[src/rtl/screen_draw_sequencer.sv]
// screen_draw_sequencer: clears and redraws a frame in two passes.
// The background source runs first, then the overlay source. Each source
// gets a settle window after its resetn is released before its stream is
// trusted. Pixels are registered once on their way to the VGA adapter.
// Optional build macro SEQ_OVL_SKIP_EN: overlay pixels whose colour equals
// OVL_KEY are passed through without a write enable (transparent overlay).
module screen_draw_sequencer #(
  parameter int         SETTLE  = 2,     // 1..8, ignored-stream cycles per source
  parameter logic [8:0] OVL_KEY = 9'h000 // transparent overlay colour
) (
  input  logic       clk,
  input  logic       resetn,
  input  logic       start,
  input  logic [7:0] bg_x,
  input  logic [6:0] bg_y,
  input  logic [8:0] bg_colour,
  input  logic       bg_done,
  input  logic [7:0] ovl_x,
  input  logic [6:0] ovl_y,
  input  logic [8:0] ovl_colour,
  input  logic       ovl_done,
  output logic       bg_resetn,
  output logic       ovl_resetn,
  output logic [7:0] vga_x,
  output logic [6:0] vga_y,
  output logic [8:0] vga_colour,
  output logic       plot,
  output logic       busy,
  output logic       frame_done
);

  typedef enum logic [2:0] {
    IDLE, BG_SETTLE, BG_DRAW, OVL_SETTLE, OVL_DRAW, FINISH
  } state_t;

  // Settle counter terminal value; SETTLE below 1 still spends one cycle.
  localparam int unsigned SL          = (SETTLE > 1) ? SETTLE - 1 : 0;
  localparam logic [2:0]  SETTLE_LAST = 3'(SL);

  state_t     state, state_nx;
  logic [2:0] settle_cnt, settle_cnt_nx;
  logic       ld_bg, ld_ovl;
  logic       ovl_keep;

`ifdef SEQ_OVL_SKIP_EN
  // Keyed overlay pixels update vga_* but never raise plot.
  assign ovl_keep = (ovl_colour != OVL_KEY);
`else
  // Every overlay pixel is written; the key is not consulted.
  assign ovl_keep = 1'b1;
  logic key_unused;
  assign key_unused = ^OVL_KEY;
`endif

  // State and settle counter; reset parks the block in IDLE immediately.
  always_ff @(posedge clk or negedge resetn) begin
    if (!resetn) begin
      state      <= IDLE;
      settle_cnt <= 3'd0;
    end else begin
      state      <= state_nx;
      settle_cnt <= settle_cnt_nx;
    end
  end

  // Next-state decode plus Moore outputs; source enables follow the state
  // directly so a source is stopped the cycle after it reports done.
  always_comb begin
    state_nx      = state;
    settle_cnt_nx = settle_cnt;
    bg_resetn     = 1'b0;
    ovl_resetn    = 1'b0;
    busy          = 1'b1;
    frame_done    = 1'b0;
    ld_bg         = 1'b0;
    ld_ovl        = 1'b0;
    case (state)
      IDLE: begin
        busy = 1'b0;
        if (start) state_nx = BG_SETTLE;
      end
      BG_SETTLE: begin
        bg_resetn = 1'b1;
        if (settle_cnt == SETTLE_LAST) begin
          settle_cnt_nx = 3'd0;
          state_nx      = BG_DRAW;
        end else begin
          settle_cnt_nx = settle_cnt + 3'd1;
        end
      end
      BG_DRAW: begin
        bg_resetn = 1'b1;
        ld_bg     = 1'b1;
        // The pixel presented alongside done is the final one and is kept.
        if (bg_done) state_nx = OVL_SETTLE;
      end
      OVL_SETTLE: begin
        ovl_resetn = 1'b1;
        if (settle_cnt == SETTLE_LAST) begin
          settle_cnt_nx = 3'd0;
          state_nx      = OVL_DRAW;
        end else begin
          settle_cnt_nx = settle_cnt + 3'd1;
        end
      end
      OVL_DRAW: begin
        ovl_resetn = 1'b1;
        ld_ovl     = 1'b1;
        if (ovl_done) state_nx = FINISH;
      end
      FINISH: begin
        frame_done = 1'b1;
        state_nx   = IDLE;
      end
      default: state_nx = IDLE;
    endcase
  end

  // Pixel register: one cycle from source outputs to the VGA adapter, with
  // plot qualifying the same cycle. Outside DRAW states plot drops to 0.
  always_ff @(posedge clk or negedge resetn) begin
    if (!resetn) begin
      vga_x      <= 8'd0;
      vga_y      <= 7'd0;
      vga_colour <= 9'd0;
      plot       <= 1'b0;
    end else begin
      plot <= ld_bg | (ld_ovl & ovl_keep);
      if (ld_bg) begin
        vga_x      <= bg_x;
        vga_y      <= bg_y;
        vga_colour <= bg_colour;
      end else if (ld_ovl) begin
        vga_x      <= ovl_x;
        vga_y      <= ovl_y;
        vga_colour <= ovl_colour;
      end
    end
  end

endmodule

[config.mk]
export PLATFORM = sky130hd
export DESIGN_NAME = screen_draw_sequencer
export DESIGN_NICKNAME = d
export VERILOG_FILES = /design/src/rtl/screen_draw_sequencer.sv
export SDC_FILE = /design/constraint.sdc
export NUM_CORES = 1
export LEC_CHECK = 0
export ABC_AREA = 1
export CELL_PAD_IN_SITES_DETAIL_PLACEMENT = 1
export CELL_PAD_IN_SITES_GLOBAL_PLACEMENT = 2
export CORE_MARGIN = 10
export CORE_UTILIZATION = 22
export DETAILED_ROUTE_END_ITERATION = 10
export PLACE_DENSITY_LB_ADDON = 0.1
export SYNTH_ARGS = -nofsm -noshare
export SYNTH_HDL_FRONTEND = slang
export SYNTH_SLANG_ARGS = --single-unit
[constraint.sdc]
create_clock -name clk -period 2.9 [get_ports clk]
set_clock_uncertainty 0.2 [all_clocks]
set_input_delay 0.29 -clock clk [delete_from_list [all_inputs] [get_ports clk]]
set_output_delay 0.29 -clock clk [all_outputs]
set_load 0.1 [all_outputs]
==> results.py, run 1 <==
metrics = {
    "synth": {
        "syn_avg_cell_area_um2": 8.24,
        "synth_edf_count": 0,
        "netlist_top_cells_count": "40 x nand2_1, 31 x dfrtp_1, 26 x nor2_1, 26 x o21ai_0, 19 x o21ai_1",
        "postSynthCellCount": 180,
        "synth_top_flop_cell": "dfrtp_1",
        "ys_ff_latch": 31,
        "yosys.area.top_type_share_pct": 52.3,
        "yosysSeqAreaShare_pct": 52.3,
        "synth.area.top_cells": "dfrtp_1 52%, nand2_1 10%, o21ai_0 8.8%",
        "ys_warn_count": 0,
        "yosysTopAreaCell": "dfrtp_1",
        "async_flop_share_pct": 100,
        "synth.most_common_cell": "nand2_1",
        "synth_fp_nets": 233,
        "syn-cell-area_um2": 1480,
        "ys_types": 19,
    },
    "floorplan": {
        "dieArea_um2": 10400,
        "core_area_um2": 6460,
        "die_w_um": 102,
        "die_height_um": 102,
        "ios": 82,
        "num_rows": 29,
        "initial_core_util_pct": 23.0,
    },
    "global_routing": {
        "grt_max_degree": 32,
        "grt_first_pass_wirelength_mm": 8.46,
        "grt_pass1_vias": 1587,
        "antenna_found_initial": 0,
        "overflow": 0,
        "track_usage_pct": 10.5,
    },
    "sta": {
        "finalCriticalPeriod_ps": 2080,
        "hold_violations": 0,
        "layout_worst_path_cycle_share_pct": 71.7,
        "finalMaxSlewViolations": 0,
        "max_freq_ghz": 0.481,
        "rsz0062_at_grt": "false",
        "finalSetupViolations": 0,
        "max_slew_margin_pct": 70.1,
        "tns_ps": 0,
        "worst_pin_slew_ps": 448,
    },
    "placement": {
        "dp_hpwl_mm": 4.13,
        "gp_congestion": 0.707,
        "port_buffers": 81,
    },
    "clocking": {
        "post_cts_buffers": 0,
        "cts_sinks": 31,
        "cts.htree.levels": 2,
        "clkTransAtPathRegs_ps": 70,
        "numCtsBuffers": 5,
        "clock_path_buffers": 2,
        "cts_tree": "yes",
        "cts_resized": 0,
        "cts_hold_buf": 0,
        "clock-root-buffer": "clkbuf_8",
        "clock_latency_ps": 280,
    },
    "run_status": {
        "outcome": "finished, final reports clean",
    },
    "min_path": {
        "hp-class": "in -> async",
    },
    "finish": {
        "drive_gt1_share_pct": 17.2,
        "fin_nets": 314,
        "areaGrowthSynthToFinish_pct": 58.3,
        "diodes": 0,
    },
    "setup_path": {
        "critPathSlowestCell": "dfrtp_1",
        "arrival_ps": 1590,
        "crit_chain": "nor2_4 -> nand2_4 -> nand2_1 -> buf_4",
        "crit_fanout": 27,
        "worst_setup_path_end_kind": "primary output",
        "critPathKind": "reg -> out",
        "critPathRequiredTime_ps": 2410,
        "start_kind": "register",
        "max_stage_delay_ps": 460,
    },
    "detailed_routing": {
        "avgViaCountPerCell": 4.40,
        "route.detailed.drc": 0,
        "drtAntennaViolNets": 0,
        "drt_iter0_drc": 31,
        "wl_per_cell_um": 16.4,
        "firstDrtPassIters": 4,
        "drt_wl_total_mm": 5.55,
        "vias": 1492,
    },
    "run": {
        "maxCapViolations": 0,
    },
}
-- layer usage --
metal / part of all wire, % / vias up / wire length, µm / track usage (%)
met4: 1.5 / 0 / 81 / 3.90
met3: 6.0 / 8 / 332 / 3.31
met5: 0 / - / 0 / 0
met2: 48 / 41 / 2690 / 17.3
li1: - / 748 / - / -
met1: 44 / 695 / 2440 / 12.6
-- per-stage QoR --
step                hold WS, ps  utilization, %  setup WS [ps]  cells  cell area, µm²
finish                      203            36.4            821    339            2350
global route                243            36.4            693    339            2350
CTS                         217            36.4            783    339            2350
detailed placement          283            35.1           1020    331            2260
global placement            275            35.1           1100    331            2260
floorplan                  -206               -            672    180            1490
-- layout make-up --
class	count	area, µm²
clock buffer	5	68.8
clock inverter	3	15.0
fill	785	4110
inverter	11	43.8
multi-input combinational	130	603
sequential	31	776
tap	77	96.3
timing repair buffer	82	746
-- critical path: cells and delay by family (launching register included) --
kind,cells,cell delay [ps]
simple gates,3,540
buf+inv,1,300
flops,1,460
-- kinds of logic (layout without fill, tap and decap cells) --
logic type	count (synthesis)	after routing	share of synthesized area, %
AO/OA/AOI/OAI	46	46	15.5
buffers and inverters	19	101	7.42
flip-flops	31	31	52.3
AND/OR/NAND/NOR	82	82	23.6
XOR/XNOR	2	2	1.18
-- sequential cells by signal, summed over array words and instances, names as in the netlist --
signal and count:
vga_y 7, settle_cnt 3, vga_x 8, vga_colour 9, state 3, plot 1
-- cell usage in the layout (no fill, tap or decap), drive strengths merged --
| cell type | instances |
|---|---|
| a21oi | 1 |
| buf | 30 |
| clkbuf | 5 |
| clkdlybuf4s50 | 52 |
| clkinv | 3 |
| dfrtp | 31 |
| inv | 11 |
| nand2 | 42 |
| nand3 | 9 |
| nand3b | 1 |
| nor2 | 28 |
| nor3 | 2 |
| o21ai | 45 |
| xor2 | 2 |
-- final timing paths --
path	from	to	slack, ps	depth (start not counted)
worst max-delay path	state[2]$_DFFE_PN0P_	bg_resetn	820	4
worst max register to register	state[2]$_DFFE_PN0P_	state[0]$_DFFE_PN0P_	1090	7
max in group asynchronous	resetn	vga_x[3]$_DFFE_PN0P_	1990	2
min in group clk	vga_x[7]$_DFFE_PN0P_	vga_x[7]$_DFFE_PN0P_	290	2
worst min-delay path	resetn	vga_y[2]$_DFFE_PN0P_	200	2
worst min register to register	vga_x[7]$_DFFE_PN0P_	vga_x[7]$_DFFE_PN0P_	290	2
Power of run 1 is not shown: default switching activity piles up to over one toggle a cycle in this logic, so the estimate is an artifact.
==> inputs of run 2 (changes only) <==
--- a/config.mk
+++ b/config.mk
@@ -9,7 +9,7 @@
 export CELL_PAD_IN_SITES_DETAIL_PLACEMENT = 1
 export CELL_PAD_IN_SITES_GLOBAL_PLACEMENT = 2
 export CORE_MARGIN = 10
-export CORE_UTILIZATION = 22
+export CORE_UTILIZATION = 20
 export DETAILED_ROUTE_END_ITERATION = 10
 export PLACE_DENSITY_LB_ADDON = 0.1
 export SYNTH_ARGS = -nofsm -noshare
==> constraint.sdc (replaced) <==
create_clock -name clk -period 2 [get_ports clk]
set_clock_uncertainty 0.2 [all_clocks]
set_input_delay 0.2 -clock clk [delete_from_list [all_inputs] [get_ports clk]]
set_output_delay 0.2 -clock clk [all_outputs]
set_load 0.1 [all_outputs]
==> results.py, run 2 (synthesis results as in run 1) <==
metrics = {
    "run_status": {
        "outcome": "finished, final reports clean",
    },
    "floorplan": {
        "num_rows": 31,
        "core_area_um2": 7210,
        "die_w_um": 106,
        "initial_core_util_pct": 20.6,
        "dieArea_um2": 11300,
        "die_height_um": 106,
        "ios": 82,
    },
    "setup_path": {
        "start_kind": "register",
        "critPathKind": "reg -> out",
        "rr_worst_depth": 6,
        "worst_setup_path_end_kind": "primary output",
        "crit_fanout": 6,
        "arrival_ps": 1490,
        "critPathRequiredTime_ps": 1600,
    },
    "finish": {
        "fin_nets": 317,
        "top_regs": "vga_colour x9, vga_x x8, vga_y x7",
        "largest_reg_flops": 9,
        "drive_gt1_share_pct": 18.5,
        "postLayoutCellArea_um2": 2500,
        "top_register": "vga_colour",
        "final_core_util_pct": 34.7,
        "final_common_cell": "clkdlybuf4s50_1",
        "mostFrequentLayoutCells": "52 x clkdlybuf4s50_1, 40 x nand2_1, 30 x dfrtp_1",
        "diodes": 0,
        "areaGrowthSynthToFinish_pct": 68.6,
    },
    "sta": {
        "worst_pin_slew_ps": 447,
        "max_freq_ghz": 0.530,
        "max_slew_margin_pct": 70.2,
        "finalCriticalPeriod_ps": 1890,
        "hold_violations": 0,
        "tns_ps": 0,
        "layout_worst_path_cycle_share_pct": 94.4,
        "finalSetupViolations": 0,
        "finalMaxSlewViolations": 0,
        "rsz0062_at_grt": "false",
    },
    "run": {
        "maxCapViolations": 0,
    },
    "global_routing": {
        "grt_pass1_vias": 1733,
        "grt_first_pass_wirelength_mm": 9.63,
        "antenna_found_initial": 0,
        "overflow": 0,
        "track_usage_pct": 10.8,
        "grt_max_degree": 32,
    },
    "clocking": {
        "cts.htree.levels": 2,
        "clock_latency_ps": 290,
        "post_cts_buffers": 0,
        "clock_path_buffers": 2,
        "clkTransAtPathRegs_ps": 70,
        "cts_sinks": 31,
        "numCtsBuffers": 5,
        "cts_tree": "yes",
        "clock-root-buffer": "clkbuf_8",
    },
    "detailed_routing": {
        "drtAntennaViolNets": 0,
        "route.detailed.drc": 0,
        "vias": 1526,
        "drt_iter0_drc": 70,
        "firstDrtPassIters": 4,
        "avgViaCountPerCell": 4.19,
        "wl_per_cell_um": 16.2,
        "drt_wl_total_mm": 5.91,
    },
    "placement": {
        "gp_congestion": 0.697,
        "port_buffers": 81,
        "placed_area_um2": 2380,
        "dp_hpwl_mm": 4.37,
    },
    "min_path": {
        "hp-class": "in -> async",
    },
}
run 2: layout make-up:
class                           count  area (µm²)
Inverter                           11        43.8
Sequential cell                    31         777
Timing Repair Buffer               85         831
Multi-Input combinational cell    130         609
Clock buffer                        6        82.6
Tap cell                           99         124
Fill cell                         881        4710
Clock inverter                      2        35.0
run 2: worst paths after layout:
| kind | startpoint | end | slack (ps) |
|---|---|---|---|
| worst max-delay path | state[1]$_DFFE_PN0P_ | ovl_resetn | 110 |
| worst min-delay path | resetn | vga_colour[6]$_DFFE_PN0P_ | 110 |
| worst max register to register | state[2]$_DFFE_PN0P_ | vga_colour[4]$_DFFE_PN0P_ | 310 |
| worst min register to register | vga_x[3]$_DFFE_PN0P_ | vga_x[3]$_DFFE_PN0P_ | 280 |
| max in group asynchronous | resetn | state[1]$_DFFE_PN0P_ | 1130 |
| min in group clk | vga_x[3]$_DFFE_PN0P_ | vga_x[3]$_DFFE_PN0P_ | 280 |
run 2: repair_timing:
| action | in CTS | in global routing |
|---|---|---|
| resized for setup | 0 | 1 |
| endpoints found under the setup margin | 0 | 1 |
| hold buffers | 0 | 0 |
run 2: routing by layer:
metal  global-route usage (%)  wire length [µm]  vias up
li1                         -                 -      751
met1                     13.3              2770      719
met2                     17.5              2750       48
met3                     3.56               339        8
met4                     3.19                61        0
met5                        0                 0        -
run 2: metrics by stage:
stage / std cells / worst slack, ps / hold WS [ps]
4_1_cts: 364 / 62.3 / 135
3_3_place_gp: 356 / 299 / 269
2_1_floorplan: 180 / 11.1 / -296
3_5_place_dp: 356 / 274 / 273
6_report: 364 / 112 / 110
5_1_grt: 364 / 8.56 / 160
run 2: critical path: stages (launching register included):
cell and delay, ps:
dfrtp_2 460, nor2_1 140, nand2_1 120, inv_1 120
nor2_1 60, inv_1 110, buf_12 190
Power of run 2 is left out for the same reason.
==> inputs of run 3 (changes only) <==
--- a/config.mk
+++ b/config.mk
@@ -12,6 +12,8 @@
 export CORE_UTILIZATION = 20
 export DETAILED_ROUTE_END_ITERATION = 10
 export PLACE_DENSITY_LB_ADDON = 0.1
+export SKIP_LAST_GASP = 1
 export SYNTH_ARGS = -nofsm -noshare
 export SYNTH_HDL_FRONTEND = slang
 export SYNTH_SLANG_ARGS = --single-unit
+export TNS_END_PERCENT = 10
==> constraint.sdc (replaced) <==
create_clock -name clk -period 1.92 [get_ports clk]
set_clock_uncertainty 0.2 [all_clocks]
set_input_delay 0.192 -clock clk [delete_from_list [all_inputs] [get_ports clk]]
set_output_delay 0.192 -clock clk [all_outputs]
set_load 0.1 [all_outputs]
==> results.py, run 3 (synthesis results as in run 1) <==
metrics = {
    "sta": {
        "worst_pin_slew_ps": 423,
        "finalSetupViolations": 0,
        "finalWorstSetupSlack_ps": 98.7,
        "rsz0062_at_grt": "true",
        "max_slew_margin_pct": 71.8,
        "finalCriticalPeriod_ps": 1820,
        "layout_worst_path_cycle_share_pct": 94.9,
        "finalMaxSlewViolations": 0,
        "max_freq_ghz": 0.549,
        "holdWs_ps": 116,
        "hold_violations": 0,
    },
    "floorplan": {
        "die_w_um": 106,
        "initial_core_util_pct": 20.6,
        "core_area_um2": 7210,
        "dieArea_um2": 11300,
        "num_rows": 31,
        "die_height_um": 106,
        "ios": 82,
    },
    "detailed_routing": {
        "route.detailed.drc": 0,
        "avgViaCountPerCell": 4.16,
        "drt_iter0_drc": 23,
        "vias": 1517,
        "firstDrtPassIters": 4,
        "wl_per_cell_um": 15.8,
        "drt_wl_total_mm": 5.75,
        "drtAntennaViolNets": 0,
    },
    "finish": {
        "drive_gt1_share_pct": 20.3,
        "largest_reg_flops": 9,
        "top_register": "vga_colour",
        "top_regs": "vga_colour x9, vga_x x8, vga_y x7",
        "diodes": 0,
        "areaGrowthSynthToFinish_pct": 71.2,
        "final_common_cell": "clkdlybuf4s50_1",
        "final_core_util_pct": 35.2,
        "mostFrequentLayoutCells": "52 x clkdlybuf4s50_1, 39 x nand2_1, 29 x dfrtp_1",
        "postLayoutCellArea_um2": 2540,
        "fin_nets": 318,
    },
    "setup_path": {
        "worst_setup_path_end_kind": "primary output",
        "max_stage_delay_ps": 450,
        "critPathSlowestCell": "dfrtp_2",
        "arrival_ps": 1430,
        "start_kind": "register",
        "r2r-start": "state[1]$_DFFE_PN0P_",
        "critPathKind": "reg -> out",
        "crit_chain": "nor2_2 -> nand2_1 -> inv_2 -> nor2_1 -> inv_1 -> buf_12",
        "critPathRequiredTime_ps": 1530,
        "crit_fanout": 4,
        "crit_start": "state[0]$_DFFE_PN0P_",
    },
    "placement": {
        "placed_area_um2": 2410,
        "gp_congestion": 0.720,
        "port_buffers": 81,
        "pre_cts_slack_ps": 221,
        "dp_hpwl_mm": 4.30,
    },
    "clocking": {
        "clkTransAtPathRegs_ps": 70,
        "cts_sinks": 31,
        "cts_hold_buf": 0,
        "cts.htree.levels": 2,
        "clock-root-buffer": "clkbuf_8",
        "clock_latency_ps": 280,
        "numCtsBuffers": 5,
        "cts_tree": "yes",
        "clock_path_buffers": 2,
    },
    "global_routing": {
        "grt_max_degree": 32,
        "track_usage_pct": 10.4,
        "overflow": 0,
        "antenna_found_initial": 0,
        "grt_pass1_vias": 1738,
        "grt_first_pass_wirelength_mm": 9.40,
    },
    "min_path": {
        "hp-class": "in -> async",
    },
    "run_status": {
        "outcome": "finished, final reports clean",
    },
    "run": {
        "maxCapViolations": 0,
    },
}
run 3: layout make-up:
type,count,area (µm²)
Clock inverter,2,35.0
Inverter,11,43.8
Tap cell,99,124
Clock buffer,6,82.6
Timing Repair Buffer,86,863
Sequential cell,31,778
Multi-Input combinational cell,130,614
Fill cell,875,4670
run 3: timing repair:
action                     in CTS  in global routing
buffers inserted                0                  1
resized for setup               1                  4
gates cloned                    0                  0
setup endpoints to repair       1                  2
pin swaps                       0                  0
run 3: stage by stage:
stage / std cells / setup TNS, ps
6_report: 365 / 0
3_5_place_dp: 356 / 0
5_1_grt: 365 / -25.4
4_1_cts: 364 / 0
3_3_place_gp: 356 / 0
2_1_floorplan: 180 / -70.3
run 3: layer usage:
layer	track usage (%)	vias to the layer above	wire, µm
li1	-	754	-
met1	13.2	710	2770
met2	16.3	49	2620
met3	3.26	4	305
met4	3.48	0	59
met5	0	-	0
run 3: final timing paths:
| kind | to | slack (ps) | depth (start not counted) |
|---|---|---|---|
| setup / recovery | ovl_resetn | 100 | 6 |
| hold / removal | vga_colour[7]$_DFFE_PN0P_ | 120 | 2 |
| setup reg to reg | state[0]$_DFFE_PN0P_ | 200 | 7 |
| hold reg to reg | vga_x[1]$_DFFE_PN0P_ | 290 | 2 |
| max in group asynchronous | state[1]$_DFFE_PN0P_ | 1070 | 2 |
| min in group clk | vga_x[3]$_DFFE_PN0P_ | 290 | 3 |
run 3: critical path: cells and delay by family, from the launching register on:
kind	cells	cell delay (ps)
buffers and inverters	3	390
DFF	1	450
and+or+nand+nor	3	310
Power of run 3 is left out for the same reason.
